$ cat src/rtl/quantdeser.sv
// Serial MSB-first capture of a quantized value, rebuilt into a parallel word.
// Received bits are re-placed at msbidx with optional sign fill above.
module quantdeser #(
  parameter int BDOUT   = 32,
  parameter int BDINMAX = 32,
  parameter int MAXBDOP = $clog2(BDOUT),
  parameter int MAXBDIP = $clog2(BDINMAX)
) (
  input  logic               clk,
  input  logic               clr,
  input  logic               start,
  input  logic [MAXBDIP-1:0] bdin,
  input  logic [MAXBDOP-1:0] msbidx,
  input  logic               sgn,
  input  logic               din,
  output logic [BDOUT-1:0]   dout,
  output logic               valid,
  output logic               busy
);

  typedef enum logic {
    IDLE,
    SHIFT
  } state_t;

  state_t               state, state_n;
  logic [BDINMAX-1:0]   acc, acc_n;
  logic [MAXBDIP-1:0]   cnt, cnt_n;
  logic [MAXBDIP-1:0]   bd_q, bd_c;
  logic [MAXBDOP-1:0]   msb_q, msb_c;
  logic                 sgn_q, sgn_c;
  logic                 done;
  logic                 fill;
  logic [BDOUT-1:0]     r, placed;
  int                   sh, top;

  always_ff @(posedge clk) begin
    if (clr) begin
      state <= IDLE;
      cnt   <= '0;
      acc   <= '0;
      bd_q  <= '0;
      msb_q <= '0;
      sgn_q <= 1'b0;
      dout  <= '0;
      valid <= 1'b0;
    end else begin
      state <= state_n;
      cnt   <= cnt_n;
      acc   <= acc_n;
      bd_q  <= bd_c;
      msb_q <= msb_c;
      sgn_q <= sgn_c;
      valid <= done;
      if (done) dout <= placed;
    end
  end

  // start wins in any state, so a new word aborts one in flight
  always_comb begin
    state_n = state;
    cnt_n   = cnt;
    acc_n   = acc;
    bd_c    = bd_q;
    msb_c   = msb_q;
    sgn_c   = sgn_q;
    done    = 1'b0;
    if (start) begin
      bd_c     = bdin;
      msb_c    = msbidx;
      sgn_c    = sgn;
      acc_n    = '0;
      acc_n[0] = din;
      cnt_n    = bdin;
      if (bdin == '0) begin
        done    = 1'b1;
        state_n = IDLE;
      end else begin
        state_n = SHIFT;
      end
    end else begin
      unique case (state)
        IDLE: begin
          state_n = IDLE;
        end
        SHIFT: begin
          acc_n = {acc[BDINMAX-2:0], din};
          cnt_n = cnt - 1'b1;
          if (cnt <= MAXBDIP'(1)) begin
            done    = 1'b1;
            state_n = IDLE;
          end
        end
        default: state_n = IDLE;
      endcase
    end
  end

  // placement works on next-cycle values so a 1-bit word completes at once
  always_comb begin
    r = '0;
    for (int i = 0; i < BDINMAX; i++) begin
      if (i <= int'(bd_c)) r[i] = acc_n[i];
    end
    if (int'(msb_c) >= int'(bd_c)) begin
      sh  = int'(msb_c) - int'(bd_c);
      top = int'(msb_c);
    end else begin
      sh  = 0;
      top = int'(bd_c);
    end
    fill   = sgn_c & acc_n[bd_c];
    placed = r << sh;
    for (int i = 0; i < BDOUT; i++) begin
      if (i > top) placed[i] = fill;
    end
  end

  assign busy = (state == SHIFT);

endmodule

$ cat config.mk
export PLATFORM = sky130hd
export DESIGN_NAME = quantdeser
export DESIGN_NICKNAME = d
export VERILOG_FILES = /design/src/rtl/quantdeser.sv
export SDC_FILE = /design/constraint.sdc
export NUM_CORES = 1
export LEC_CHECK = 0
export ABC_CLOCK_PERIOD_IN_PS = 10800
export CAP_MARGIN = 40
export CELL_PAD_IN_SITES_DETAIL_PLACEMENT = 1
export CELL_PAD_IN_SITES_GLOBAL_PLACEMENT = 2
export CORE_UTILIZATION = 37
export DETAILED_ROUTE_END_ITERATION = 16
export GPL_ROUTABILITY_DRIVEN = 0
export PLACE_DENSITY_LB_ADDON = 0.05
export SLEW_MARGIN = 15
export SYNTH_ARGS = -nofsm -noshare
export SYNTH_HDL_FRONTEND = slang
export SYNTH_SLANG_ARGS = --single-unit
$ cat constraint.sdc
create_clock -name clk -period 10.8 [get_ports clk]
set_input_delay 1.08 -clock clk [delete_from_list [all_inputs] [get_ports clk]]
set_output_delay 1.08 -clock clk [all_outputs]
set_load 0.01 [all_outputs]
==> results.md <==
Clock network:
- After clock tree synthesis, the setup repair step added 0 buffers.
- The clock reaches the later pin of the worst-skew pair after 0.36 ns.
- The deepest clock path buffer count is 2.
- The number of clock sinks is 82.
- The clock edge transition at the registers on the reported setup and hold paths is 0.07 ns.
- TritonCTS built the clock tree.
- The total number of H-tree levels is 3.
- The number of cells upsized or downsized after cts is 0.
- The tree is rooted in a clkbuf_16.
- For this design, the CTS-stage hold fixing added 0 buffers.
- Buffers inserted during clock tree synthesis total 9.

Pwr:
- Power spread over the standard cell area amounts to 144 nW/µm².
- Across the VDD grid, the largest voltage drop is 0.0853 mV.
- The analysis attributes to cell leakage a power of 2.64 nW.

Die:
- The number of top-level pins is 49.
- In this run the horizontal extent of the chip is 140 µm.
- In this run the standard cell core region covers 18600 µm².
- The effective utilization at floorplan is 37.7%.
- The die is 140 µm tall.
- The die footprint is 19600 µm².
- After floorplanning, the core was divided into 50 placement rows.

Drt:
- Across all layers, the routed design uses 7427 vias.
- For this block, the routed nets add up to 29600 µm of wire.
- The number of design-rule violations left by the first detailed-router iteration is 498.
- The average detailed-routed wire length per instance is 25.9 µm.
- The final routed DRC violation total is 0.
- The first detailed-routing pass ran for 7 iterations.
- The remaining number of nets flagged by the antenna check after routing is 0.
- The mean number of vias per cell is 6.49.

Synth:
- The average footprint of a synthesized cell is 7.79 µm².
- The number of distinct standard cells referenced by the synthesized netlist is 97.
- During synthesis, Yosys emitted a total of 0 warnings.
- Summed over all instances, the cell type with the most area after synthesis is dfxtp_1.
- The number of enable flip-flop cells after synthesis is 0.
- When the netlist entered floorplanning its net count stood at 926.
- The synthesized instance count is 903.
- Among all flip-flop cells after synthesis, the most frequent one is dfxtp_1.
- The async set or reset register ratio after synthesis is 0%.
- Of the synthesized area, sequential elements account for 23.3%.
- The netlist area before placement is 7030 µm².
- In the post-synthesis netlist, the biggest area contributors are dfxtp_1 23%, mux2i_1 11%, nor2_1 6.6%.
- The number of storage elements in the synthesis netlist is 82.
- The top-area cell type share of the netlist area is 23.3%.

Setup path:
- The worst setup path is of the in2reg kind.
- The number of buffers and inverters on the critical path is 4.
- The worst setup path is captured at a flop.
- The highest fanout seen on the critical path is 66.
- The worst setup path is launched from an input port.
- The slowest stage of the critical path belongs to the cell a2bb2oi_1.
- The kind of cell with the highest combined delay on the critical path is compound AO/OA/AOI/OAI gates.
- The data arrival time at the worst-slack endpoint is 6.08 ns.
- The largest single stage delay on the critical path is 0.56 ns.
- The data required time at the worst endpoint is 11.02 ns.
- Tracing the worst setup path back leads to its startpoint at start.
- The critical path goes through buf_2 -> buf_4 -> nand2b_1 -> nand2_1 -> inv_2 -> ha_1 -> a21oi_1 -> o22a_1 -> buf_4 -> mux2_4 -> nand2b_1 -> a2bb2oi_1 -> o221ai_1 -> a32oi_1 -> o22ai_1.
- In this run the critical register-to-register path is launched from bd_q[4]$_SDFF_PP0_.

Layout:
- The area growth from synthesis to layout is 11.0%.
- The total of fill cells in the finished design is 2259.
- The net count of the finished layout is 928.
- The fraction of layout instances using a drive strength above 1 is 9.45%.
- The number of diodes is 0.
- The summed area of non-filler cells in the final layout is 7800 µm².

STA:
- Timing would allow up to 171 MHz.
- In the final timing run, aggregate negative setup slack is 0 ns.
- In the finished design, the share of the clock period the worst path needs comes to 54.2%.
- The worst clock skew is 0.0115 ns.
- Measured against its own limit, the worst slew margin works out to 36.1%.
- Setup repair after global routing left no endpoint under its margin.
- The number of slew-limit violations in the final report is 0.
- The worst path in the final design needs a cycle of 5.86 ns, including I/O delays and setup.
- The final count of hold timing violations is 0.
- The actual slew at the worst max-slew pin is 0.949 ns.
- Setup violations remaining at the end of the flow were counted as 0.

Global routing:
- After global routing the overflow that remains totals 0.
- Global routing consumed, over all layers together, 30.8% of the routing resources.
- Entering global routing, the biggest net connects 67 pins.
- The number of global-route vias before repair was 7550.
- The number of antenna violations at the first check in global routing came to 0.
- The first global-routing pass estimated 46400 µm of wire.

Run:
- The max-cap violation count is 0.

Run status:
- The run finished with clean final reports.

Placed design:
- The total placed instance area is 7500 µm².
- The total of buffers placed on input and output ports is 48.
- The HPWL after detailed placement is 22600 µm.

Hold path:
- The start point of the worst hold path is dout[0]$_SDFFE_PP0P_.
- The class of the tightest hold or removal check is reg2reg.
-- state kept, by name (all words and copies together) (netlist names) --
name	flops
acc	32
dout	32
bd_q	5
cnt	5
msb_q	5
busy	1
sgn_q	1
valid	1
-- worst register-to-register path: stages, from the launching register on --
cell and delay (ns):
dfxtp_1 0.67, nand2b_1 0.38, nand2_1 0.28, inv_2 0.14
ha_1 0.54, a21oi_1 0.18, o22ai_2 0.16, buf_4 0.41
mux2i_1 0.47, a21oi_1 0.14, a2bb2oi_1 0.51, o221ai_1 0.44
a32oi_1 0.56, o22ai_1 0.12
-- cells by family after synthesis --
family / count (synthesis) / share of synthesized area (%)
xor gates and xnor gates: 6 / 0.747
adders and majority gates: 8 / 1.53
AOI/OAI and AO/OA: 282 / 29.4
DFF: 82 / 23.3
buffers and inverters: 88 / 7.17
and+or+nand+nor: 344 / 23.1
muxes: 93 / 14.7
-- cell usage after synthesis (7+ instances only) --
cell type / instances
buf_2: 20
o21a_1: 8
inv_1: 11
nor2b_1: 7
a221oi_1: 7
a31oi_1: 9
buf_6: 8
nand2_1: 80
buf_4: 15
a21oi_1: 52
nor2_1: 124
a211oi_1: 21
clkbuf_1: 28
o2111ai_1: 7
o22ai_1: 20
nor3_1: 33
o211ai_1: 23
mux2i_1: 78
ha_1: 7
o21ai_0: 34
nand2b_1: 10
dfxtp_1: 82
a32oi_1: 13
nand3_1: 41
a22oi_1: 16
-- power by group --
part	total (mW)	leakage, nW	switching (mW)	internal [mW]
clock network	0.330	0.152	0.148	0.182
logic	0.474	1.82	0.335	0.139
registers	0.320	0.665	0.00908	0.311
total	1.12	2.64	0.492	0.631
-- path summary, 6_finish.rpt --
kind                                 to  slack, ns  cells after the start
setup / recovery  dout[29]$_SDFFE_PP0P_       4.94                     15
hold reg to reg    dout[0]$_SDFFE_PP0P_       0.45                      2
setup reg to reg  dout[29]$_SDFFE_PP0P_       5.68                     13
hold / removal     dout[0]$_SDFFE_PP0P_       0.45                      2
-- placed cells by master (no fill, tap or decap), types with 7 or more instances in the layout --
cell type / instances
o21ai_0: 34
a21oi_1: 52
mux2i_1: 78
a22oi_1: 16
nor2_1: 124
nand2_1: 80
clkbuf_16: 9
nor3_1: 33
ha_1: 7
nand2b_1: 10
nand3_1: 41
o211ai_1: 23
a31oi_1: 9
buf_4: 15
a221oi_1: 7
nor2b_1: 7
a32oi_1: 13
o21a_1: 8
a211oi_1: 21
clkdlybuf4s50_1: 46
dfxtp_1: 81
o22ai_1: 20
o2111ai_1: 7
inv_1: 11
-- metal layers --
metal	track usage, %	up-vias	share of wire (%)
met4	12.6	0	3.7
met5	0	-	0
met1	40.5	3692	46
met3	4.34	61	3.9
met2	50.3	260	46
li1	-	3414	-
-- final cells by class --
type | instances | area, µm² | area share [%]
Timing Repair Buffer | 66 | 618 | 7.92
Tap cell | 234 | 293 | 3.75
Clock buffer | 9 | 225 | 2.89
Multi-Input combinational cell | 733 | 4900 | 62.8
Clock inverter | 7 | 77.6 | 0.994
Sequential cell | 82 | 1640 | 21.0
Inverter | 13 | 48.8 | 0.625
-- per-stage QoR --
stage	cells	total power, mW	hold slack (ns)	utilization, %	worst slack, ns
floorplan	903	0.651	0.470	-	6.13
global placement	1124	0.778	0.450	40.0	4.72
detailed placement	1128	0.786	0.446	40.2	4.78
CTS	1144	1.11	0.454	41.9	5.14
global route	1144	1.17	0.488	41.9	4.87
finish	1144	1.12	0.451	41.9	4.94
(Power assumes the default switching activity.)
